==> config.mk <==
export PLATFORM = sky130hd
export DESIGN_NAME = compress_sequencer
export DESIGN_NICKNAME = d
export VERILOG_FILES = /design/src/rtl/compress_pkg.sv /design/src/rtl/pipe_reg_1.sv /design/src/rtl/compress_sequencer.sv
export SDC_FILE = /design/constraint.sdc
export NUM_CORES = 1
export LEC_CHECK = 0
export ABC_AREA = 0
export CELL_PAD_IN_SITES_DETAIL_PLACEMENT = 1
export CELL_PAD_IN_SITES_GLOBAL_PLACEMENT = 2
export CORE_ASPECT_RATIO = 0.6
export CORE_MARGIN = 2
export CORE_UTILIZATION = 28
export DETAILED_ROUTE_END_ITERATION = 6
export PLACE_DENSITY_LB_ADDON = 0.1
export REMOVE_ABC_BUFFERS = 1
export SLEW_MARGIN = 20
export SYNTH_ARGS = -nofsm -noshare
export SYNTH_HDL_FRONTEND = slang
export SYNTH_HIERARCHICAL = 1
export SYNTH_SLANG_ARGS = --single-unit
==> constraint.sdc <==
create_clock -name i_clk -period 6.67 [get_ports i_clk]
set_clock_uncertainty 0.2 [all_clocks]
set_input_delay 1.334 -clock i_clk [delete_from_list [all_inputs] [get_ports i_clk]]
set_output_delay 1.334 -clock i_clk [all_outputs]
set_load 0.03 [all_outputs]
==> src/rtl/compress_pkg.sv <==
// ---------------------------------------------------------------------------
// compress_pkg
// Shared types and constants for the compression front-end.
//   seq_state_t : sequencer FSM encoding
//   WORD_W      : dictionary word width
//   DW_W        : double-word width presented to the matching stage
//   PAGE_WORDS  : 64-bit words per compression block (4 KiB page)
// ---------------------------------------------------------------------------
package compress_pkg;

   localparam int WORD_W     = 32;
   localparam int DW_W       = 64;
   localparam int PAGE_WORDS = 512;

   typedef enum logic [1:0] {IDLE, CLEAR, RUN, DRAIN} seq_state_t;

endpackage

==> src/rtl/pipe_reg_1.sv <==
// ---------------------------------------------------------------------------
// pipe_reg_1
// Single-entry valid/ready register. Loads on in_valid_i & in_ready_o and
// holds its payload stable until the consumer takes it. A load and a pop in
// the same cycle replace the entry with no bubble.
//   clk_i, rst_i           : clock, async active-high reset
//   in_valid_i/in_ready_o  : producer handshake
//   in_data_i              : payload in
//   out_valid_o/out_ready_i: consumer handshake
//   out_data_o             : registered payload
// ---------------------------------------------------------------------------
module pipe_reg_1 #(
   parameter int W = 66
) (
   input  logic         clk_i,
   input  logic         rst_i,
   input  logic         in_valid_i,
   output logic         in_ready_o,
   input  logic [W-1:0] in_data_i,
   output logic         out_valid_o,
   input  logic         out_ready_i,
   output logic [W-1:0] out_data_o
);

   logic         valid_q, valid_d;
   logic [W-1:0] data_q, data_d;
   logic         load;

   always_comb begin
      in_ready_o = out_ready_i | ~valid_q;
      load       = in_valid_i & in_ready_o;
      valid_d    = valid_q;
      data_d     = data_q;
      if (load) begin
         valid_d = 1'b1;
         data_d  = in_data_i;
      end else if (out_ready_i) begin
         valid_d = 1'b0;
      end
   end

   always_ff @(posedge clk_i or posedge rst_i) begin
      if (rst_i) begin
         valid_q <= 1'b0;
         data_q  <= '0;
      end else begin
         valid_q <= valid_d;
         data_q  <= data_d;
      end
   end

   assign out_valid_o = valid_q;
   assign out_data_o  = data_q;

endmodule

==> src/rtl/compress_sequencer.sv <==
// ---------------------------------------------------------------------------
// compress_sequencer
// Splits the uncompressed stream into fixed-size blocks for the 64-bit
// matching stage. Each block is preceded by a one-cycle dictionary clear;
// first/last words are tagged; back-pressure is passed to the source.
//   i_clk, i_reset          : clock, async active-high reset
//   i_valid/o_ready         : source handshake, i_data word, i_last short block
//   o_word/o_word_valid     : registered word to matching stage (+ o_first/o_last)
//   i_down_ready            : downstream consumes o_word
//   o_dict_clear            : one-cycle dictionary clear pulse
//   i_dict_full/o_dict_wrapped : dictionary full flag / sticky per-block wrap
//   o_word_cnt              : words accepted in current block
//   o_block_done            : last word of block consumed
//   o_busy                  : FSM not idle
// ---------------------------------------------------------------------------
module compress_sequencer
   import compress_pkg::*;
#(
   parameter int WIDTH       = DW_W,
   parameter int BLOCK_WORDS = PAGE_WORDS,
   parameter int CNT_W       = $clog2(BLOCK_WORDS) + 1
) (
   input  logic             i_clk,
   input  logic             i_reset,
   input  logic             i_valid,
   input  logic [WIDTH-1:0] i_data,
   input  logic             i_last,
   output logic             o_ready,
   output logic [WIDTH-1:0] o_word,
   output logic             o_word_valid,
   output logic             o_first,
   output logic             o_last,
   input  logic             i_down_ready,
   output logic             o_dict_clear,
   input  logic             i_dict_full,
   output logic             o_dict_wrapped,
   output logic [CNT_W-1:0] o_word_cnt,
   output logic             o_block_done,
   output logic             o_busy
);

   seq_state_t       state_q, state_d;
   logic [CNT_W-1:0] cnt_q, cnt_d;
   logic             wrap_q, wrap_d;

   logic             pipe_in_ready;
   logic             run;
   logic             src_xfer;
   logic             down_xfer;
   logic             word_first;
   logic             word_last;

   assign run        = (state_q == RUN);
   // Source only sees ready in RUN; elsewhere the register is empty or draining.
   assign o_ready    = run & pipe_in_ready;
   assign src_xfer   = i_valid & o_ready;
   assign down_xfer  = o_word_valid & i_down_ready;
   assign word_first = (cnt_q == '0);
   assign word_last  = (cnt_q == CNT_W'(BLOCK_WORDS - 1)) | i_last;

   pipe_reg_1 #(.W(WIDTH + 2)) u_pipe (
      .clk_i       (i_clk),
      .rst_i       (i_reset),
      .in_valid_i  (i_valid & run),
      .in_ready_o  (pipe_in_ready),
      .in_data_i   ({word_first, word_last, i_data}),
      .out_valid_o (o_word_valid),
      .out_ready_i (i_down_ready),
      .out_data_o  ({o_first, o_last, o_word})
   );

   always_comb begin
      state_d      = state_q;
      cnt_d        = cnt_q;
      wrap_d       = wrap_q;
      o_dict_clear = 1'b0;
      o_block_done = 1'b0;
      case (state_q)
         IDLE: begin
            if (i_valid) state_d = CLEAR;
         end
         CLEAR: begin
            o_dict_clear = 1'b1;
            cnt_d        = '0;
            wrap_d       = 1'b0;
            state_d      = RUN;
         end
         RUN: begin
            if (i_dict_full) wrap_d = 1'b1;
            if (src_xfer) begin
               cnt_d = cnt_q + CNT_W'(1);
               // Once the last word is taken no more are accepted, so the
               // counter tops out at BLOCK_WORDS and never wraps.
               if (word_last) state_d = DRAIN;
            end
         end
         DRAIN: begin
            if (i_dict_full) wrap_d = 1'b1;
            if (down_xfer) begin
               o_block_done = 1'b1;
               state_d      = IDLE;
            end
         end
         default: state_d = IDLE;
      endcase
   end

   always_ff @(posedge i_clk or posedge i_reset) begin
      if (i_reset) begin
         state_q <= IDLE;
         cnt_q   <= '0;
         wrap_q  <= 1'b0;
      end else begin
         state_q <= state_d;
         cnt_q   <= cnt_d;
         wrap_q  <= wrap_d;
      end
   end

   assign o_word_cnt     = cnt_q;
   assign o_dict_wrapped = wrap_q;
   assign o_busy         = (state_q != IDLE);

endmodule
Yosys cells after proc, flatten, opt, wreduce, memory -nomap -nowiden

Cells that the tools add are included.

Add/subtract/negate cells: 1
Eq/ne operators: 9
Multiplexer cells: 14
Bitwise operators: 8
Reduce and logical (&&, ||, !) cells: 10

Operator list:

| operator                                                                | count |
|---|---|
| 10-bit case mux with 2 select lines                                     | 1 |
| 10-bit by 1-bit adder with 10-bit output, second input constant         | 1 |
| 10-bit by 9-bit == test with 1-bit output, second input constant        | 1 |
| 10-bit logical NOT                                                      | 1 |
| 10-bit 2-to-1 mux                                                       | 1 |
| 2-bit 2-to-1 mux                                                        | 4 |
| 2-bit case mux with 4 select lines                                      | 1 |
| 2-bit nonzero test                                                      | 4 |
| 1-bit 2-to-1 mux                                                        | 6 |
| 2-bit by 1-bit inequality test with 1-bit output, second input constant | 3 |
| 1-bit bitwise AND                                                       | 5 |
| 2-bit == test, second input constant                                    | 2 |
| 2-bit inequality test, second input constant                            | 2 |
| 2-bit AND reduction                                                     | 2 |
| 4-bit AND reduction                                                     | 1 |
| 2-bit by 1-bit == test with 1-bit output, second input constant         | 1 |
| 2-bit logical NOT                                                       | 1 |
| 1-bit OR                                                                | 2 |
| 1-bit case mux with 2 select lines                                      | 1 |
| 2-bit OR reduction                                                      | 1 |
| 1-bit NOT                                                               | 1 |

Register bits: 80
Input port bits: 70
Word-level logic and storage cells: 47

Depth between registers and ports, before layout

Depth in word-level cells: 6
Mapped depth: 8
Depth with buffers taken out: 6

Hierarchy

Netlist, hierarchy kept.

By module, submodules not included:

| module             | instances | cells an instance | area each (µm²) |
|---|---|---|---|
| pipe_reg_1         | 1         | 144               | 2701.3 |
| compress_sequencer | 1         | 93                | 865.8 |

Least setup slack after synthesis

Ideal clock, no wire load.

Path kind: input -> output
Start point: input i_down_ready
End point: output o_ready
Data arrival time: 1779 ps
Data required time: 5136 ps
Path slack: 3357 ps
Stages: 2
Path buffers: 0
Cells stage by stage: nand2b_4 > and2_1

Longest elaborated chain between the ends: 2

Ends and longest elaborated chain:

| what              | line                     | source |
|---|---|---|
| from (decl)       | compress_sequencer.sv:33 | `input logic i_down_ready,` |
| 1-bit OR          | pipe_reg_1.sv:30         | `in_ready_o = out_ready_i \| ~valid_q;` |
| 1-bit bitwise AND | compress_sequencer.sv:55 | `assign o_ready = run & pipe_in_ready;` |
| to (decl)         | compress_sequencer.sv:28 | `output logic o_ready,` |

No other way between the ends.

Final worst setup path

Start point: input i_down_ready
End point: output o_ready

Longest elaborated chain between the ends: 2

Ends and longest elaborated chain:

| what                    | line                     | source |
|---|---|---|
| 1-bit OR                | pipe_reg_1.sv:30         |  |
| named net pipe_in_ready | compress_sequencer.sv:46 | `logic pipe_in_ready;` |
| 1-bit bitwise AND       | compress_sequencer.sv:55 |  |

The timed path passes the listed nets, and every way through them passes these cells.

==> results.tsv <==
stage	metric	value	unit
outcome	status	complete, no violations	
setup_path	slowest cell delay on critical path	0.67	ns
setup_path	crit end category	primary output	
routing	iteration-0 DRC count of the detailed router	88	
synthesis	XOR/XNOR Fraction of Synth Area	0.009821	
synthesis	main combinational cell family by area after synthesis	multiplexers	
setup_path	Crit path arrival time	2.82	ns
sta	Fmax	0.2297	GHz
power_and_ir_drop	P_leak	0.002452	µW
routing	Post-Route M1 WL	4865	µm
placement	routability cong.	0.7097	
setup_path	Crit path top cell by count	clkdlybuf4s50_1	
synthesis	post-synthesis cell count	237	
placement	I/O Buffers	151	
floorplan	Chip Height	91.43	µm
clocking	hold_buf cts	0	
global_routing	vias in the first global route	2555	
floorplan	die width	149.7	µm
clocking	Worst-Skew Late Latency	0.33	ns
routing	wire length on met3	702	µm
final_layout	most common cell after layout, fill and taps aside	clkdlybuf4s50_1	
final_layout	share of cells above drive strength 1	0.2337	
clocking	CTS buffer count	9	
setup_path	Buf+Inv Stages, Crit Path	2	
sta	total negative setup slack	0	ns
synthesis	simple-gate area share of the yosys netlist	0.07436	
setup_path	Worst Path Max Fanout	6	
synthesis	post-synthesis sequential area ratio	0.5612	
global_routing	GRT Util Overall	0.1416	
setup_path	crit-path cells	clkdlybuf4s50_1 > nand2b_4 > and2_1 > clkdlybuf4s50_1	
clocking	root buf cell	clkbuf_16	
global_routing	first-pass GRT wire length	14720	µm
setup_path	Worst Setup EP	o_ready	
clocking	post-cts resize count	0	
routing	met2 wire length	4000	µm
clocking	clk sinks	80	
placement	hpwl dp	7070	µm
synthesis	synth unique cells	37	
power_and_ir_drop	power density over the cells	527.3	nW/µm²
synthesis	Post-Syn Area per Cell	15.05	µm²
floorplan	Initial Util	0.2910	
sta	Rel. slew slack	0.3320	
run	maxcap violations	0	
placement	Placed Cells incl. Taps	547	
final_layout	fin cells	563	
setup_path	Worst R2R Start	state_q[0]	
setup_path	reg-to-reg endpoint	u_pipe/out_data_o[6]	
clocking	CTS tree	done	
routing	vias	2430	
floorplan	Rows	31	
clocking	Max Root-Sink Buffers	2	
sta	final setup vio count	0	
sta	Final Cycle Share	0.6528	
global_routing	grt total ovfl	0	
routing	Vias/cell	4.316	
routing	DRT Pass-1 Iters	4	
routing	total length of routed wires	9652	µm
setup_path	r2r setup slk	3.76	ns
synthesis	Syn Std Cell Area	3567	µm²
final_layout	area delta synth->final	54.79	%
synthesis	Synth Register Bits	80	
setup_path	critical path depth	4	
setup_path	R2R depth	6	
sta	Hold Vio Cnt, Final	0	
setup_path	CP startpoint kind	input pin	
routing	post-route ant nets	0	
sta	Slew Limit Fails	0	
min_path	Hold/Removal Path Class	reg -> reg	
synthesis	post-synthesis compound-gate area fraction	0.02561	
setup_path	delay-heaviest family, CP	buffers and inverters	
final_layout	Layout Nets	470	
power_and_ir_drop	Peak VDD IR	0.1838	mV
sta	worst slew pin tran	1.002	ns
routing	DRC errors left	0	
floorplan	Ports	152	
floorplan	Placeable Area	12260	µm²
final_layout	Antenna diodes	0	
sta	unrepaired setup endpoints after global routing	no	
setup_path	critical path data required time	5.14	ns
sta	post-layout min period	4.354	ns
synthesis	Yosys warnings	6	
global_routing	pin count of the biggest net entering global routing	61	
global_routing	initial antenna violation count	0	
floorplan	Die Area	13690	µm²
setup_path	CP max-delay cell	clkdlybuf4s50_1	
setup_path	Worst Setup Path Type	in -> out	
clocking	Worst-path clk slew	0.06	ns
routing	Highest Signal Layer	met4	
synthesis	adder-cell area share of the yosys netlist	0.02455	
clocking	Post CTS Setup Buffer Count	0	
setup_path	Critical path origin	i_down_ready	
routing	drt wl/cell	17.14	µm
clocking	CTS H-tree lvls	3	
final_layout	most frequent cells in the layout	clkdlybuf4s50_1, dfrtp_1, mux2_4	
synthesis	mux share of post-synthesis cell area	0.2631	
==> layout make-up <==
cell class / instances / area (µm²)
tap: 165 / 206.4
inverter: 11 / 41.29
timing repair buffer: 153 / 1526
multi-input combinational: 138 / 1423
clock buffer: 11 / 242.7
sequential: 80 / 2002
clock inverter: 5 / 80.08
fill: 1288 / 6735
==> metal layers <==
layer	GRT usage	up-vias
met5	0	-
met4	0.03302	0
met3	0.05226	7
met2	0.2022	91
met1	0.2027	1186
li1	-	1146
==> worst register-to-register path: cells and delay by family (launching register included) <==
kind                     cells  cell delay [ns]
adder cells (fa/ha/maj)      1             0.40
flip-flops                   1             0.41
multiplexers                 1             0.47
buffers and inverters        2             0.90
AND/OR/NAND/NOR              2             0.40
==> cells by family after synthesis <==
group           Yosys count
fa+ha+maj                 7
xor+xnor                  4
mux                      70
compound gates           14
buf+inv                  19
flops                    80
simple gates             43
==> sequential cells by signal (all words and copies together) (netlist names) <==
| signal | flops |
|---|---|
| state_q | 2 |
| o_dict_wrapped | 1 |
| u_pipe/out_data_o | 66 |
| o_word_cnt | 10 |
| u_pipe/out_valid_o | 1 |
==> per-stage QoR <==
stage                       util  worst slack, ns  total power (µW)  hold WS (ns)  instance area, µm²
final                     0.4505            2.316              2912        0.2932                5522
after global routing      0.4505            2.254              3060        0.3155                5522
after CTS                 0.4505            2.309              2950        0.3014                5522
after detailed placement  0.4242            2.312              2399        0.2925                5199
after global placement    0.4242            2.329              2381        0.2711                5199
after floorplan                -            3.337              1781        0.3757                3461
==> synth_stat cells (all sizes together) <==
library cell / instances / area share
mux2: 67 / 0.25
nand3b: 1 / 0.0021
ha: 7 / 0.025
nand3: 5 / 0.012
or3: 1 / 0.0018
a2bb2oi: 1 / 0.0025
nor2b: 1 / 0.0018
a41o: 1 / 0.0028
o31ai: 1 / 0.0021
nor2: 9 / 0.0095
a22oi: 1 / 0.0021
nand2: 10 / 0.011
xnor2: 4 / 0.0098
dfrtp: 80 / 0.56
and2: 2 / 0.0035
nor3: 4 / 0.0070
o22ai: 2 / 0.0035
mux2i: 3 / 0.0084
nand4: 1 / 0.0035
buf: 8 / 0.030
inv: 11 / 0.012
nor4: 4 / 0.011
o21ai: 4 / 0.0067
and3: 1 / 0.0018
a21oi: 3 / 0.0042
a31oi: 1 / 0.0018
nand2b: 4 / 0.0091
==> power by group <==
part	internal (µW)	switching, µW	leakage (µW)
combinational	752	791	0.00133
sequential	710	127	0.000967
clock	338	195	0.000152
total	1800	1110	0.00245
==> worst min-delay path by stage <==
stage | from | to | cells after the start | slack [ns]
floorplan | state_q[1] | state_q[1] | 1 | 0.38
global placement | o_dict_wrapped | o_dict_wrapped | 2 | 0.27
detailed placement | u_pipe/out_data_o[12] | u_pipe/out_data_o[12] | 1 | 0.29
CTS | o_dict_wrapped | o_dict_wrapped | 2 | 0.30
global route | u_pipe/out_data_o[60] | u_pipe/out_data_o[60] | 1 | 0.32
finish | o_dict_wrapped | o_dict_wrapped | 2 | 0.29
Power figures use the tool's default switching activity.
